==> config.mk <==
export PLATFORM = sky130hd
export DESIGN_NAME = paint_scheduler
export DESIGN_NICKNAME = d
export VERILOG_FILES = /design/src/rtl/paint_pkg.sv /design/src/rtl/paint_cmd_fifo.sv /design/src/rtl/paint_scheduler.sv
export SDC_FILE = /design/constraint.sdc
export NUM_CORES = 1
export LEC_CHECK = 0
export BUFFER_PORTS_ARGS = -buffer_cell sky130_fd_sc_hd__buf_2
export CAP_MARGIN = 20
export CORE_MARGIN = 2
export CORE_UTILIZATION = 50
export DETAILED_ROUTE_END_ITERATION = 7
export GPL_TIMING_DRIVEN = 0
export PLACE_DENSITY = 0.71
export SYNTH_ARGS = -nofsm -noshare
export SYNTH_HDL_FRONTEND = slang
export SYNTH_SLANG_ARGS = --single-unit
export TNS_END_PERCENT = 5
==> constraint.sdc <==
create_clock -name clk -period 4.35 [get_ports clk]
set_input_delay 0.435 -clock clk [delete_from_list [all_inputs] [get_ports clk]]
set_output_delay 0.435 -clock clk [all_outputs]
set_load 0.02 [all_outputs]
==> src/rtl/paint_pkg.sv <==
// paint_pkg: shared types and default canvas constants for the brush painter.
//   color_t        3-bit pixel colour
//   paint_cmd_t    one queued brush command {x, y, color}
//   paint_state_t  stamping FSM states
package paint_pkg;

  localparam int DEF_WIDTH   = 160;
  localparam int DEF_HEIGHT  = 120;
  localparam int DEF_ADDR_W  = 15;
  localparam int DEF_BRUSH_R = 1;
  localparam int DEF_FIFO_D  = 4;

  typedef logic [2:0] color_t;

  typedef struct packed {
    logic [7:0] x;
    logic [7:0] y;
    color_t     color;
  } paint_cmd_t;

  typedef enum logic [1:0] {
    IDLE,
    LOAD,
    PAINT
  } paint_state_t;

endpackage

==> src/rtl/paint_cmd_fifo.sv <==
// paint_cmd_fifo: synchronous FIFO of paint commands.
// Ports:
//   clk    system clock
//   reset  synchronous active-low reset (empties the FIFO)
//   push   write din when not full (a push while full is ignored; a pop in the
//          same cycle does not make room for it)
//   din    command to enqueue
//   pop    advance the read pointer when not empty
//   dout   oldest command (valid while !empty)
//   full   DEPTH entries held
//   empty  no entries held
module paint_cmd_fifo
  import paint_pkg::*;
#(
  parameter int DEPTH = DEF_FIFO_D
) (
  input  logic       clk,
  input  logic       reset,
  input  logic       push,
  input  paint_cmd_t din,
  input  logic       pop,
  output paint_cmd_t dout,
  output logic       full,
  output logic       empty
);

  localparam int PW = $clog2(DEPTH);
  localparam logic [PW:0] ONE = (PW + 1)'(1);

  // Pointers carry one extra wrap bit so full and empty are distinguishable.
  logic [PW:0] wr_ptr;
  logic [PW:0] rd_ptr;
  paint_cmd_t  mem [DEPTH];
  logic        do_push;
  logic        do_pop;

  assign empty   = (wr_ptr == rd_ptr);
  assign full    = (wr_ptr[PW] != rd_ptr[PW]) && (wr_ptr[PW-1:0] == rd_ptr[PW-1:0]);
  assign do_push = push && !full;
  assign do_pop  = pop && !empty;
  assign dout    = mem[rd_ptr[PW-1:0]];

  // NOTE: sequential state uses non-blocking assignments so every register
  // samples pre-edge values regardless of statement order.
  always_ff @(posedge clk) begin
    if (!reset) begin
      wr_ptr <= '0;
      rd_ptr <= '0;
    end else begin
      if (do_push) wr_ptr <= wr_ptr + ONE;
      if (do_pop)  rd_ptr <= rd_ptr + ONE;
    end
  end

  // NOTE: the storage array has no reset; emptiness is defined by the
  // pointers alone, so stale entries are never observed.
  always_ff @(posedge clk) begin
    if (do_push) mem[wr_ptr[PW-1:0]] <= din;
  end

endmodule

==> src/rtl/paint_scheduler.sv <==
// paint_scheduler: queues SPI brush commands and stamps a clipped square brush
// of side 2*BRUSH_R+1 into the single-port frame buffer, one pixel per cycle.
// The VGA read path owns the port whenever it asks for it.
// Ports:
//   clk, reset       system clock, synchronous active-low reset
//   brushUpdate,x,y  1-cycle strobe enqueueing a brush at (x,y)
//   newColorUpdate   colour loaded on updateConfig
//   updateConfig     1-cycle strobe: latch newColorUpdate as current colour
//   vgaRdReq,vgaAddr VGA port request and read address
//   fbAddr,fbWe,fbWData  frame-buffer port
//   busy             FIFO non-empty or stamp in progress
//   cmdDropped       1-cycle pulse after a brushUpdate hit a full FIFO
module paint_scheduler
  import paint_pkg::*;
#(
  parameter int WIDTH   = DEF_WIDTH,
  parameter int HEIGHT  = DEF_HEIGHT,
  parameter int ADDR_W  = DEF_ADDR_W,
  parameter int BRUSH_R = DEF_BRUSH_R,
  parameter int FIFO_D  = DEF_FIFO_D
) (
  input  logic              clk,
  input  logic              reset,
  input  logic              brushUpdate,
  input  logic [7:0]        x,
  input  logic [7:0]        y,
  input  logic [2:0]        newColorUpdate,
  input  logic              updateConfig,
  input  logic              vgaRdReq,
  input  logic [ADDR_W-1:0] vgaAddr,
  output logic [ADDR_W-1:0] fbAddr,
  output logic              fbWe,
  output logic [2:0]        fbWData,
  output logic              busy,
  output logic              cmdDropped
);

  localparam logic signed [9:0]  R_S = 10'(BRUSH_R);
  localparam logic signed [9:0]  W_S = 10'(WIDTH);
  localparam logic signed [9:0]  H_S = 10'(HEIGHT);
  localparam logic [ADDR_W-1:0]  W_A = ADDR_W'(WIDTH);

  paint_state_t      state_q, state_d;
  color_t            color_q;
  paint_cmd_t        cmd_q;
  paint_cmd_t        push_cmd;
  paint_cmd_t        fifo_dout;
  logic              fifo_full, fifo_empty;
  logic              pop;
  logic              cmd_dropped_q;
  logic signed [9:0] dx, dy;
  logic signed [9:0] px, py, py0;
  logic [ADDR_W-1:0] row_base;
  logic [ADDR_W-1:0] pix_addr;
  logic              in_canvas;
  logic              last_pix;
  logic              paint_wr;

  // A colour update coinciding with a brush strobe applies to that brush.
  assign push_cmd = '{x: x, y: y,
                      color: (updateConfig ? newColorUpdate : color_q)};

  paint_cmd_fifo #(.DEPTH(FIFO_D)) u_fifo (
    .clk   (clk),
    .reset (reset),
    .push  (brushUpdate),
    .din   (push_cmd),
    .pop   (pop),
    .dout  (fifo_dout),
    .full  (fifo_full),
    .empty (fifo_empty)
  );

  // Current pixel in signed 10-bit so clipping on all four edges is a compare.
  assign px        = $signed({2'b00, cmd_q.x}) + dx;
  assign py        = $signed({2'b00, cmd_q.y}) + dy;
  assign py0       = $signed({2'b00, cmd_q.y}) - R_S;
  assign in_canvas = !px[9] && (px < W_S) && !py[9] && (py < H_S);
  assign last_pix  = (dx == R_S) && (dy == R_S);

  // row_base tracks py*WIDTH modulo 2**ADDR_W; wrapped values for rows above
  // the canvas are harmless because such pixels are never written.
  assign pix_addr = row_base + ADDR_W'(px);

  // The whole FSM freezes while VGA owns the port, so a stalled stamp resumes
  // on the exact pixel it was holding and the FIFO is not drained meanwhile.
  // NOTE: every signal driven here gets a default first, so no path can leave
  // one unassigned and infer a latch.
  always_comb begin
    state_d = state_q;
    pop     = 1'b0;
    if (!vgaRdReq) begin
      unique case (state_q)
        IDLE: begin
          if (!fifo_empty) begin
            pop     = 1'b1;
            state_d = LOAD;
          end
        end
        LOAD: state_d = PAINT;
        PAINT: begin
          if (last_pix) begin
            if (!fifo_empty) begin
              pop     = 1'b1;
              state_d = LOAD;
            end else begin
              state_d = IDLE;
            end
          end
        end
        default: state_d = IDLE;
      endcase
    end
  end

  always_comb begin
    paint_wr = (state_q == PAINT) && in_canvas && !vgaRdReq;
    fbWe     = paint_wr;
    fbWData  = paint_wr ? cmd_q.color : 3'b000;
    if (vgaRdReq)      fbAddr = vgaAddr;
    else if (paint_wr) fbAddr = pix_addr;
    else               fbAddr = '0;
  end

  assign busy       = !fifo_empty || (state_q != IDLE);
  assign cmdDropped = cmd_dropped_q;

  always_ff @(posedge clk) begin
    if (!reset) begin
      state_q       <= IDLE;
      color_q       <= 3'b000;
      cmd_q         <= '0;
      cmd_dropped_q <= 1'b0;
      dx            <= '0;
      dy            <= '0;
      row_base      <= '0;
    end else begin
      state_q       <= state_d;
      cmd_dropped_q <= brushUpdate && fifo_full;
      if (updateConfig) color_q <= newColorUpdate;
      if (pop)          cmd_q   <= fifo_dout;
      if (!vgaRdReq) begin
        if (state_q == LOAD) begin
          dx       <= -R_S;
          dy       <= -R_S;
          row_base <= ADDR_W'(py0) * W_A;
        end else if (state_q == PAINT) begin
          // Row-major scan: the row base steps by WIDTH instead of multiplying.
          if (dx == R_S) begin
            dx       <= -R_S;
            dy       <= dy + 10'sd1;
            row_base <= row_base + W_A;
          end else begin
            dx <= dx + 10'sd1;
          end
        end
      end
    end
  end

endmodule

; Yosys cells after proc, flatten, opt, wreduce, memory -nomap -nowiden
; Memories as Yosys holds them, arrays and structs flattened. A register that Yosys moved wholly into a read port is not among the register bits.
; Cells that the tools add are included.
[classes]
shifts = 0
n_mux = 23
div = 0
n_reduce_logical = 24
bitwise_logic = 1
eq_ne = 9
n_addsub = 9
multipliers = 1
n_lt_le_gt_ge = 2
[ops]
columns = cell, count
row1 = 15-bit 2-to-1 mux, 5
row2 = 10-bit 2-to-1 mux, 6
row3 = 10-bit by 2-bit adder with 10-bit output (second input constant), 2
row4 = 9-bit by 10-bit adder with 10-bit output, 2
row5 = 10-bit by 2-bit == test with 1-bit output (second input constant), 2
row6 = 15-bit adder, 1
row7 = 15-bit by 8-bit adder with 15-bit output (second input constant), 1
row8 = 15-bit by 3-bit multiplier with 10-bit output (second input constant), 1
row9 = 1-bit logical AND, 10
row10 = 10-bit by 8-bit < comparator with 1-bit output (second input constant), 1
row11 = 10-bit by 9-bit < comparator with 1-bit output (second input constant), 1
row12 = 8-bit by 1-bit subtractor with 9-bit output (second input constant), 1
row13 = 3-bit by 1-bit adder with 3-bit output (second input constant), 2
row14 = 1-bit zero test, 6
row15 = 1-bit 2-to-1 mux, 6
row16 = 3-bit 2-to-1 mux, 2
row17 = 2-bit case mux with 3 select lines, 1
row18 = 3-bit AND reduction, 2
row19 = 2-bit nonzero test, 3
row20 = 2-bit 2-to-1 mux, 2
row21 = 2-bit != test (second input constant), 2
row22 = 3-bit == test, 1
row23 = 2-bit by 1-bit == test with 1-bit output (second input constant), 1
row24 = 2-bit == test, 1
row25 = other kinds (7), 7
[totals]
input_bits = 39
rom_bits = 0
ram_bits = 76
memories = 1
wordCells = 78
out_inout_bits = 21
latchBits = 0
register_bits = 47
[memory_table]
columns = memory, words, width, read_ports, rd_ports_with_merged_regs, write_ports, line_no
row1 = u_fifo.mem, 4, 19, 1, 1, 1, paint_cmd_fifo.sv:33  ; paint_cmd_t mem [DEPTH];

; Longest topological paths before layout
; Gate-level depths: netlist of run 1.
[depth]
word_depth = 9
depth_mapped = 15
ltp_nobuf = 15

; Hierarchy
; A second synthesis of run 1 with hierarchy kept.
[unflattened]
hier_cells = 669
area_unflattened_um2 = 7591.0
[modules_own_cells]
columns = module, seq_area_each_um2, cells_each, n_inst, area_each_um2
row1 = paint_scheduler, 1101.1, 502, 1, 4285.4
row2 = paint_cmd_fifo, 2442.3, 167, 1, 3305.7

; Worst setup path after synthesis of run 1
; Ideal clock, no wire load.
[synth_path]
path_kind = register to output
from = reg dx[0]
to = out fbAddr[13]
slack_ps = 825
path_stages_with_launch = 15
arrival_ps = 3090
required_time_ps = 3915
cell_sequence = dfxtp_1 -> ha_1 -> fa_1 -> a21o_1 -> nand4_1 -> and4_1 -> nor2_1 -> ha_1 -> a21o_1 -> a21o_1 -> a21oi_1 -> o21bai_1 -> a21oi_1 -> o311ai_0 -> a22o_1
[synth_via]
elab_chain_cells = 9
[synth_lines]
columns = element, line_no
row1 = start: declaration, paint_scheduler.sv:51  ; logic signed [9:0] dx, dy;
row2 = start signal: assignment, paint_scheduler.sv:144  ; dx <= -R_S;
row3 = start signal: assignment, paint_scheduler.sv:150  ; dx <= -R_S;
row4 = start signal: assignment, paint_scheduler.sv:154  ; dx <= dx + 10'sd1;
row5 = 9-bit by 10-bit adder with 10-bit output *, paint_scheduler.sv:75  ; assign px = $signed({2'b00, cmd_q.x}) + dx;
row6 = 10-bit by 9-bit < comparator with 1-bit output / 1-bit zero test (equally long branches), paint_scheduler.sv:78  ; assign in_canvas = !px[9] && (px < W_S) && !py[9] && (py < H_S);
row7 = 1-bit logical AND (3 in a row), paint_scheduler.sv:78
row8 = 1-bit logical AND (2 in a row), paint_scheduler.sv:117  ; paint_wr = (state_q == PAINT) && in_canvas && !vgaRdReq;
row9 = 15-bit 2-to-1 mux *, paint_scheduler.sv:121  ; else if (paint_wr) fbAddr = pix_addr;
row10 = 15-bit 2-to-1 mux *, paint_scheduler.sv:120  ; if (vgaRdReq) fbAddr = vgaAddr;
row11 = end: declaration, paint_scheduler.sv:31  ; output logic [ADDR_W-1:0] fbAddr,
; Every way passes the cells marked *; elsewhere a longest branch is shown, timed or not.

; Worst setup path after layout of run 1
[layout_path]
from = reg, netlist name cmd_q[11]
to = out fbAddr[12]
[layout_via]
elab_chain_cells = 9
[layout_lines]
columns = element, line_no
row1 = 9-bit by 10-bit adder with 10-bit output *, paint_scheduler.sv:75
row2 = 10-bit by 9-bit < comparator with 1-bit output / 1-bit zero test (equally long branches), paint_scheduler.sv:78
row3 = 1-bit logical AND (3 in a row), paint_scheduler.sv:78
row4 = 1-bit logical AND (2 in a row), paint_scheduler.sv:117
row5 = 15-bit 2-to-1 mux *, paint_scheduler.sv:121
row6 = 15-bit 2-to-1 mux *, paint_scheduler.sv:120
; Marked as above.

==> flow_metrics.py, run 1 <==
metrics = {
    "setup_path": {
        "worstReg2RegStart": "cmd_q[3]$_SDFFE_PN0P_",
        "cp_data_required_time_ns": 3.91,
        "criticalPathCategory": "reg -> out",
        "reg2reg_slack_ns": 1.13,
        "ff2ff_path_depth": 14,
        "critical_path.max_fanout": 3,
        "critical_path.startpoint_type": "flop",
        "cp_data_arrival_time_ns": 3.71,
        "end_kind": "output port",
        "r2r-end": "row_base[14]$_SDFFE_PN0P_",
        "crit_end": "fbAddr[12]",
        "critical_path.startpoint": "cmd_q[11]$_SDFFE_PN0P_",
    },
    "power_and_ir_drop": {
        "power_per_standard_cell_area_mw_per_mm2": 574,
        "power_switching_share": 0.351,
        "leakagePower_nw": 3.30,
        "netSwitchingPower_mw": 1.71,
        "combPwrFrac": 0.399,
        "p_clk_frac": 0.275,
        "power_mw": 4.89,
        "seqPwrFrac": 0.326,
        "power.internal_mw": 3.18,
        "vdd.ir_drop.worst_uv": 373,
    },
    "clock_tree": {
        "cts.clk_slew.worst_paths_ns": 0.06,
        "clk_latency_ns": 0.43,
        "cts_sinks": 137,
        "ctsHoldBuffers": 0,
        "cts_inserted_buffers": 17,
        "h-tree-depth": 4,
        "clockRootBuffer": "sky130_fd_sc_hd__clkbuf_16",
        "tritoncts_clock_tree": "built",
        "clk_path_buf_depth": 2,
    },
    "grt": {
        "grt_antenna_before_repair": 0,
        "vias_in_the_first_global_route": 5390,
        "total_routing_usage_gr": 0.208,
        "grt-ovfl-total": 0,
        "global_route_wire_length_before_repair_mm": 26.0,
        "grt_max_degree": 21,
    },
    "die": {
        "initial_utilization": 0.509,
        "pin_count": 60,
        "die_height_microns": 125,
        "floorplan.core_area_sq_mm": 0.0144,
        "placementRows": 44,
        "floorplan.die_area_sq_mm": 0.0157,
        "die-width_microns": 125,
    },
    "detailed_routing": {
        "wire_per_inst_microns": 17.0,
        "drt_pre_antenna_iters": 5,
        "finalWirelength_mm": 15.8,
        "routed_via_density": 5.74,
        "remaining_drc_errors": 0,
        "drtIter0Drc": 332,
        "antenna_violating_nets_post_route": 0,
        "dr_total_vias": 5353,
    },
    "synthesis": {
        "synth-main-ff-cell": "sky130_fd_sc_hd__edfxtp_1",
        "post-synth-top-count-cell": "sky130_fd_sc_hd__edfxtp_1",
        "mappedNetlistNets": 747,
        "synth_top_cell_by_area": "sky130_fd_sc_hd__edfxtp_1",
        "synthesized_netlist_cell_count": 653,
        "synth.lib_cells_used.distinct": 65,
        "synth_commonest_cells": "sky130_fd_sc_hd__edfxtp_1 (76), sky130_fd_sc_hd__nor2_1 (62), sky130_fd_sc_hd__dfxtp_1 (61)",
        "synth-edff-count": 76,
        "sequential_fraction_of_the_synthesis_area": 0.477,
        "avg_cell_area_syn_sq_um": 11.2,
        "ys_warn_count": 0,
        "synth.area.top_cells": "sky130_fd_sc_hd__edfxtp_1 (31%), sky130_fd_sc_hd__dfxtp_1 (17%), sky130_fd_sc_hd__ha_1 (9.0%), sky130_fd_sc_hd__mux4_2 (5.8%), sky130_fd_sc_hd__a21oi_1 (3.6%)",
        "synth_seq_cells": 137,
        "async_reset_ff_frac": 0,
        "synthDominantCellAreaShare": 0.311,
        "synth.cell_area_sq_mm": 0.00734,
    },
    "placed_design": {
        "numPortBuffers": 59,
        "globalplace.congestion": 0.888,
        "detailedPlacementHpwl_mm": 11.6,
    },
    "timing": {
        "finalWorstPathRequiredPeriod_ns": 4.14,
        "timing.slew.headroom": 0.329,
        "slew_viol_final": 0,
        "finalClockSkew_ns": 0.0146,
        "worst_slew_pin_slew_ns": 1.01,
        "final.setup.tns_ns": 0,
        "unrepaired_setup_endpoints_after_global_routing": "yes",
        "setup-violations-final": 0,
        "post-route-period-util": 0.952,
        "report.final.hold_viol_count": 0,
        "fmax_mhz": 241,
    },
    "run_status": {
        "status": "finished, final reports clean",
    },
    "final_layout": {
        "post_route_cells_drive_above_1_share": 0.207,
        "syn_to_final_growth_pct": 16.0,
        "num_antenna_cells": 0,
        "final_net_count": 829,
    },
    "min_path": {
        "worst_hold_path_type": "in -> reg",
    },
    "job": {
        "maxCapViolCount": 0,
    },
}
kinds of logic (layout without fill, tap and decap cells):
| group | Yosys count | count (layout) | synth area share |
|---|---|---|---|
| adder cells (fa/ha/maj) | 55 | 55 | 0.0957 |
| multiplexers | 46 | 46 | 0.0956 |
| other | 1 | 1 | 0.000511 |
| AND/OR/NAND/NOR | 191 | 191 | 0.135 |
| XOR/XNOR | 49 | 49 | 0.0584 |
| AO/OA/AOI/OAI | 129 | 129 | 0.113 |
| flip-flops | 137 | 137 | 0.477 |
| buffers and inverters | 45 | 140 | 0.0249 |
layout make-up:
type | instances | area (sq um)
flip-flops and latches | 137 | 3510
fillers | 1191 | 5900
inverters | 25 | 93.8
clock buffers | 19 | 433
repair buffers | 63 | 345
well taps | 184 | 230
multi-input cells | 471 | 3700
plain buffers | 20 | 88.8
clock inverters | 13 | 120
worst min-delay path by stage:
stage	start	endpoint	slack [ns]	cells past startpoint
CTS	x[0]	u_fifo.mem[2][11]$_DFFE_PP_	0.21	1
finish	x[0]	u_fifo.mem[2][11]$_DFFE_PP_	0.22	1
detailed placement	cmd_q[1]$_SDFFE_PN0P_	cmd_q[1]$_SDFFE_PN0P_	0.48	2
global route	y[5]	u_fifo.mem[2][8]$_DFFE_PP_	0.22	1
floorplan	cmd_q[0]$_SDFFE_PN0P_	cmd_q[0]$_SDFFE_PN0P_	0.45	2
global placement	cmd_q[0]$_SDFFE_PN0P_	cmd_q[0]$_SDFFE_PN0P_	0.47	2
per-layer routing:
layer,routed length [microns],share of wire,vias up,global-route usage
met1,6980,0.44,2592,0.259
li1,-,-,2602,-
met4,265,0.017,0,0.0686
met2,7910,0.50,138,0.358
met3,693,0.044,21,0.0509
met5,0,0,-,0
cells in the final DEF, fill, tap and decap left out, types with 16 or more instances in the layout:
master                      synthesis  final
sky130_fd_sc_hd__mux2i_1           24     24
sky130_fd_sc_hd__ha_1              53     51
sky130_fd_sc_hd__clkbuf_1          14     16
sky130_fd_sc_hd__edfxtp_1          76     76
sky130_fd_sc_hd__nor2_1            62     62
sky130_fd_sc_hd__mux4_2            19     19
sky130_fd_sc_hd__a21oi_1           53     51
sky130_fd_sc_hd__clkbuf_16          0     17
sky130_fd_sc_hd__nor3_1            21     20
sky130_fd_sc_hd__inv_1             24     24
sky130_fd_sc_hd__nand2_1           28     28
sky130_fd_sc_hd__xnor2_1           29     28
sky130_fd_sc_hd__dfxtp_1           61     58
sky130_fd_sc_hd__buf_2              2     61
sky130_fd_sc_hd__o21ai_0           19     18
sky130_fd_sc_hd__xor2_1            20     20
stage by stage:
step           worst slack (ns)  hold WS [ns]  instance area, sq um  instances  utilization
3_3_place_gp              0.305         0.473                  7870        896        0.546
5_1_grt                 -0.0147         0.220                  8520        932        0.591
3_5_place_dp              0.276         0.482                  7870        896        0.546
6_report                  0.207         0.220                  8520        932        0.591
4_1_cts                  0.0211         0.207                  8440        928        0.585
2_1_floorplan             0.825         0.452                  7340        653            -
timing repair:
action	4_1_cts	5_1_grt
setup endpoints to repair	4	4
buffers inserted	0	3
resized for setup	4	11
pin swaps	0	5
registers in the layout, indices dropped and copies added (netlist names), 3 cells and up:
signal	count
cmd_q	19
color_q	3
dx	10
dy	10
row_base	10
u_fifo.mem	76
u_fifo.rd_ptr	3
u_fifo.wr_ptr	3
power groups by stage:
| stage | registers [mW] | logic, mW | clock network, mW |
|---|---|---|---|
| global route | 1.61 | 2.19 | 1.42 |
| detailed placement | 1.62 | 1.95 | 0 |
| CTS | 1.59 | 1.96 | 1.36 |
| floorplan | 1.58 | 1.54 | 0 |
| finish | 1.60 | 1.95 | 1.34 |
| global placement | 1.61 | 1.90 | 0 |
critical path, stage by stage (launching register included):
cell                       delay, ns
sky130_fd_sc_hd__dfxtp_1        0.36
sky130_fd_sc_hd__ha_2           0.24
sky130_fd_sc_hd__fa_2           0.35
sky130_fd_sc_hd__a21o_1         0.20
sky130_fd_sc_hd__nand4_1        0.13
sky130_fd_sc_hd__and4_1         0.23
sky130_fd_sc_hd__nor2_1         0.06
sky130_fd_sc_hd__ha_1           0.32
sky130_fd_sc_hd__or2_2          0.29
sky130_fd_sc_hd__a21oi_1        0.23
sky130_fd_sc_hd__a211oi_2       0.09
sky130_fd_sc_hd__o32ai_1        0.34
sky130_fd_sc_hd__xnor2_1        0.16
sky130_fd_sc_hd__a22o_1         0.14
sky130_fd_sc_hd__buf_2          0.16
Power figures use the tool's default switching activity.
==> run 2, diff against run 1 <==
==> constraint.sdc (replaced) <==
create_clock -name clk -period 4.35 [get_ports clk]
set_input_delay 0.435 -clock clk [delete_from_list [all_inputs] [get_ports clk]]
set_output_delay 0.435 -clock clk [all_outputs]
set_load 0.1 [all_outputs]
==> run 2 against run 1 <==
  * Power up 6.1%
  * Count of clock-buffer cells in the layout up 1
  * Clock skew fell by 0.0067 ns
  * Cell area is 0.75% higher
  * Core utilization grew 0.44 points
  * Worst hold slack lost 0.0042 ns
  * Wire length rose by 0.93%
  * Sequential share of layout area shrank 0.31 points
  * Maximum frequency shrank 2.9%
  * Critical endpoint is now fbAddr[13]
==> flow_metrics.py, run 2 (same netlist as run 1, synthesis figures left out) <==
metrics = {
    "run_status": {
        "status": "finished, final reports clean",
    },
    "final_layout": {
        "syn_to_final_growth_pct": 16.9,
        "layout_commonest_cell": "sky130_fd_sc_hd__edfxtp_1",
        "n_fill_cell": 1169,
        "largest_register_ff_count": 76,
        "final_net_count": 826,
        "num_antenna_cells": 0,
        "layout_common_cells": "sky130_fd_sc_hd__edfxtp_1 (76), sky130_fd_sc_hd__nor2_1 (62), sky130_fd_sc_hd__dfxtp_1 (58)",
        "post_route_cells_drive_above_1_share": 0.205,
    },
    "detailed_routing": {
        "dr_total_vias": 5290,
        "remaining_drc_errors": 0,
        "wire_per_inst_microns": 17.2,
        "antenna_violating_nets_post_route": 0,
        "drtIter0Drc": 318,
        "drt_pre_antenna_iters": 5,
        "finalWirelength_mm": 16.0,
        "routed_via_density": 5.69,
    },
    "timing": {
        "slew_viol_final": 0,
        "fmax_mhz": 234,
        "setup-violations-final": 0,
        "fin_hold_ws_ns": 0.216,
        "finalClockSkew_ns": 0.00794,
        "timing.slew.headroom": 0.315,
        "worst_slew_pin_slew_ns": 1.03,
        "finalWorstPathRequiredPeriod_ns": 4.27,
        "post-route-period-util": 0.981,
        "report.final.hold_viol_count": 0,
        "final.setup.tns_ns": 0,
    },
    "setup_path": {
        "criticalPathCategory": "reg -> out",
        "cp_data_required_time_ns": 3.91,
        "critical_path.max_fanout": 7,
        "critical_path.startpoint_type": "flop",
        "ff2ff_path_depth": 14,
        "cp_data_arrival_time_ns": 3.83,
        "end_kind": "output port",
    },
    "clock_tree": {
        "cts_inserted_buffers": 17,
        "cts.clk_slew.worst_paths_ns": 0.06,
        "clockRootBuffer": "sky130_fd_sc_hd__clkbuf_16",
        "tritoncts_clock_tree": "built",
        "clk_latency_ns": 0.42,
        "post-cts-setup-buffer-count": 0,
        "clk_path_buf_depth": 2,
        "h-tree-depth": 4,
        "ctsHoldBuffers": 0,
        "cts_sinks": 137,
    },
    "grt": {
        "grt-ovfl-total": 0,
        "total_routing_usage_gr": 0.213,
        "vias_in_the_first_global_route": 5287,
        "global_route_wire_length_before_repair_mm": 26.5,
        "grt_antenna_before_repair": 0,
        "grt_max_degree": 21,
    },
    "die": {
        "pin_count": 60,
        "floorplan.die_area_sq_mm": 0.0157,
        "initial_utilization": 0.509,
        "die-width_microns": 125,
        "die_height_microns": 125,
        "placementRows": 44,
        "floorplan.core_area_sq_mm": 0.0144,
    },
    "power_and_ir_drop": {
        "vdd.ir_drop.worst_uv": 394,
        "power_per_standard_cell_area_mw_per_mm2": 604,
        "leakagePower_nw": 3.32,
        "power_mw": 5.19,
    },
    "job": {
        "maxCapViolCount": 0,
    },
    "min_path": {
        "timing.hold.worst_path_depth": 1,
        "worst_hold_path_type": "in -> reg",
    },
    "placed_design": {
        "detailedPlacementHpwl_mm": 11.7,
        "numPortBuffers": 59,
        "globalplace.congestion": 0.880,
    },
}
==> run 2: timing repair <==
action / 4_1_cts / 5_1_grt
gates resized for setup: 10 / 17
gates cloned: 0 / 0
pin swaps: 0 / 2
setup endpoints to repair: 4 / 5
==> run 2: worst paths after layout <==
check	from	end	slack (ns)
setup / recovery	cmd_q[12]$_SDFFE_PN0P_	fbAddr[13]	0.08
hold / removal	x[0]	u_fifo.mem[0][11]$_DFFE_PP_	0.22
setup reg to reg	cmd_q[3]$_SDFFE_PN0P_	row_base[14]$_SDFFE_PN0P_	1.00
hold reg to reg	state_q[0]$_SDFFE_PN0P_	state_q[0]$_SDFFE_PN0P_	0.50
==> run 2: where the power goes <==
part | leakage (nW) | switching, mW | internal (mW)
combinational | 1.83 | 1.22 | 0.911
clock | 0.286 | 0.553 | 0.910
sequential | 1.20 | 0.110 | 1.48
==> run 2: through the flow <==
step	instance area [sq um]	setup slack [ns]	util	instances
2_1_floorplan	7350	0.305	-	653
3_3_place_gp	7880	0.198	0.546	896
3_5_place_dp	7880	0.182	0.546	896
4_1_cts	8520	0.00608	0.591	928
5_1_grt	8590	-0.170	0.595	929
6_report	8590	0.0841	0.595	929
==> run 2: cell type report <==
cell class / count / area [sq um] / area share
clock inverter: 12 / 166 / 0.0194
timing repair buffer: 60 / 343 / 0.0399
clock buffer: 20 / 437 / 0.0509
multi-input combinational: 471 / 3720 / 0.433
sequential: 137 / 3510 / 0.408
buffer: 20 / 88.8 / 0.0103
tap: 184 / 230 / 0.0268
inverter: 25 / 93.8 / 0.0109
==> run 2: layer usage <==
metal	share of wire	wire length [microns]	track usage	up-vias
met5	0	0	0	-
met4	0.022	347	0.0824	0
met3	0.047	753	0.0407	25
met2	0.49	7810	0.361	153
met1	0.44	7080	0.272	2521
li1	-	-	-	2591
==> run 2: worst max-delay path, cell delays in order (launching register included) <==
cell and delay (ns):
sky130_fd_sc_hd__dfxtp_2 0.36, sky130_fd_sc_hd__ha_1 0.32, sky130_fd_sc_hd__a211oi_2 0.33, sky130_fd_sc_hd__o211ai_1 0.17, sky130_fd_sc_hd__nand3_1 0.11, sky130_fd_sc_hd__a31o_2 0.18
sky130_fd_sc_hd__nand2_1 0.14, sky130_fd_sc_hd__ha_1 0.34, sky130_fd_sc_hd__inv_1 0.11, sky130_fd_sc_hd__and3_1 0.18, sky130_fd_sc_hd__a2111oi_0 0.45, sky130_fd_sc_hd__o311ai_0 0.27
sky130_fd_sc_hd__a22o_1 0.27, sky130_fd_sc_hd__buf_12 0.17
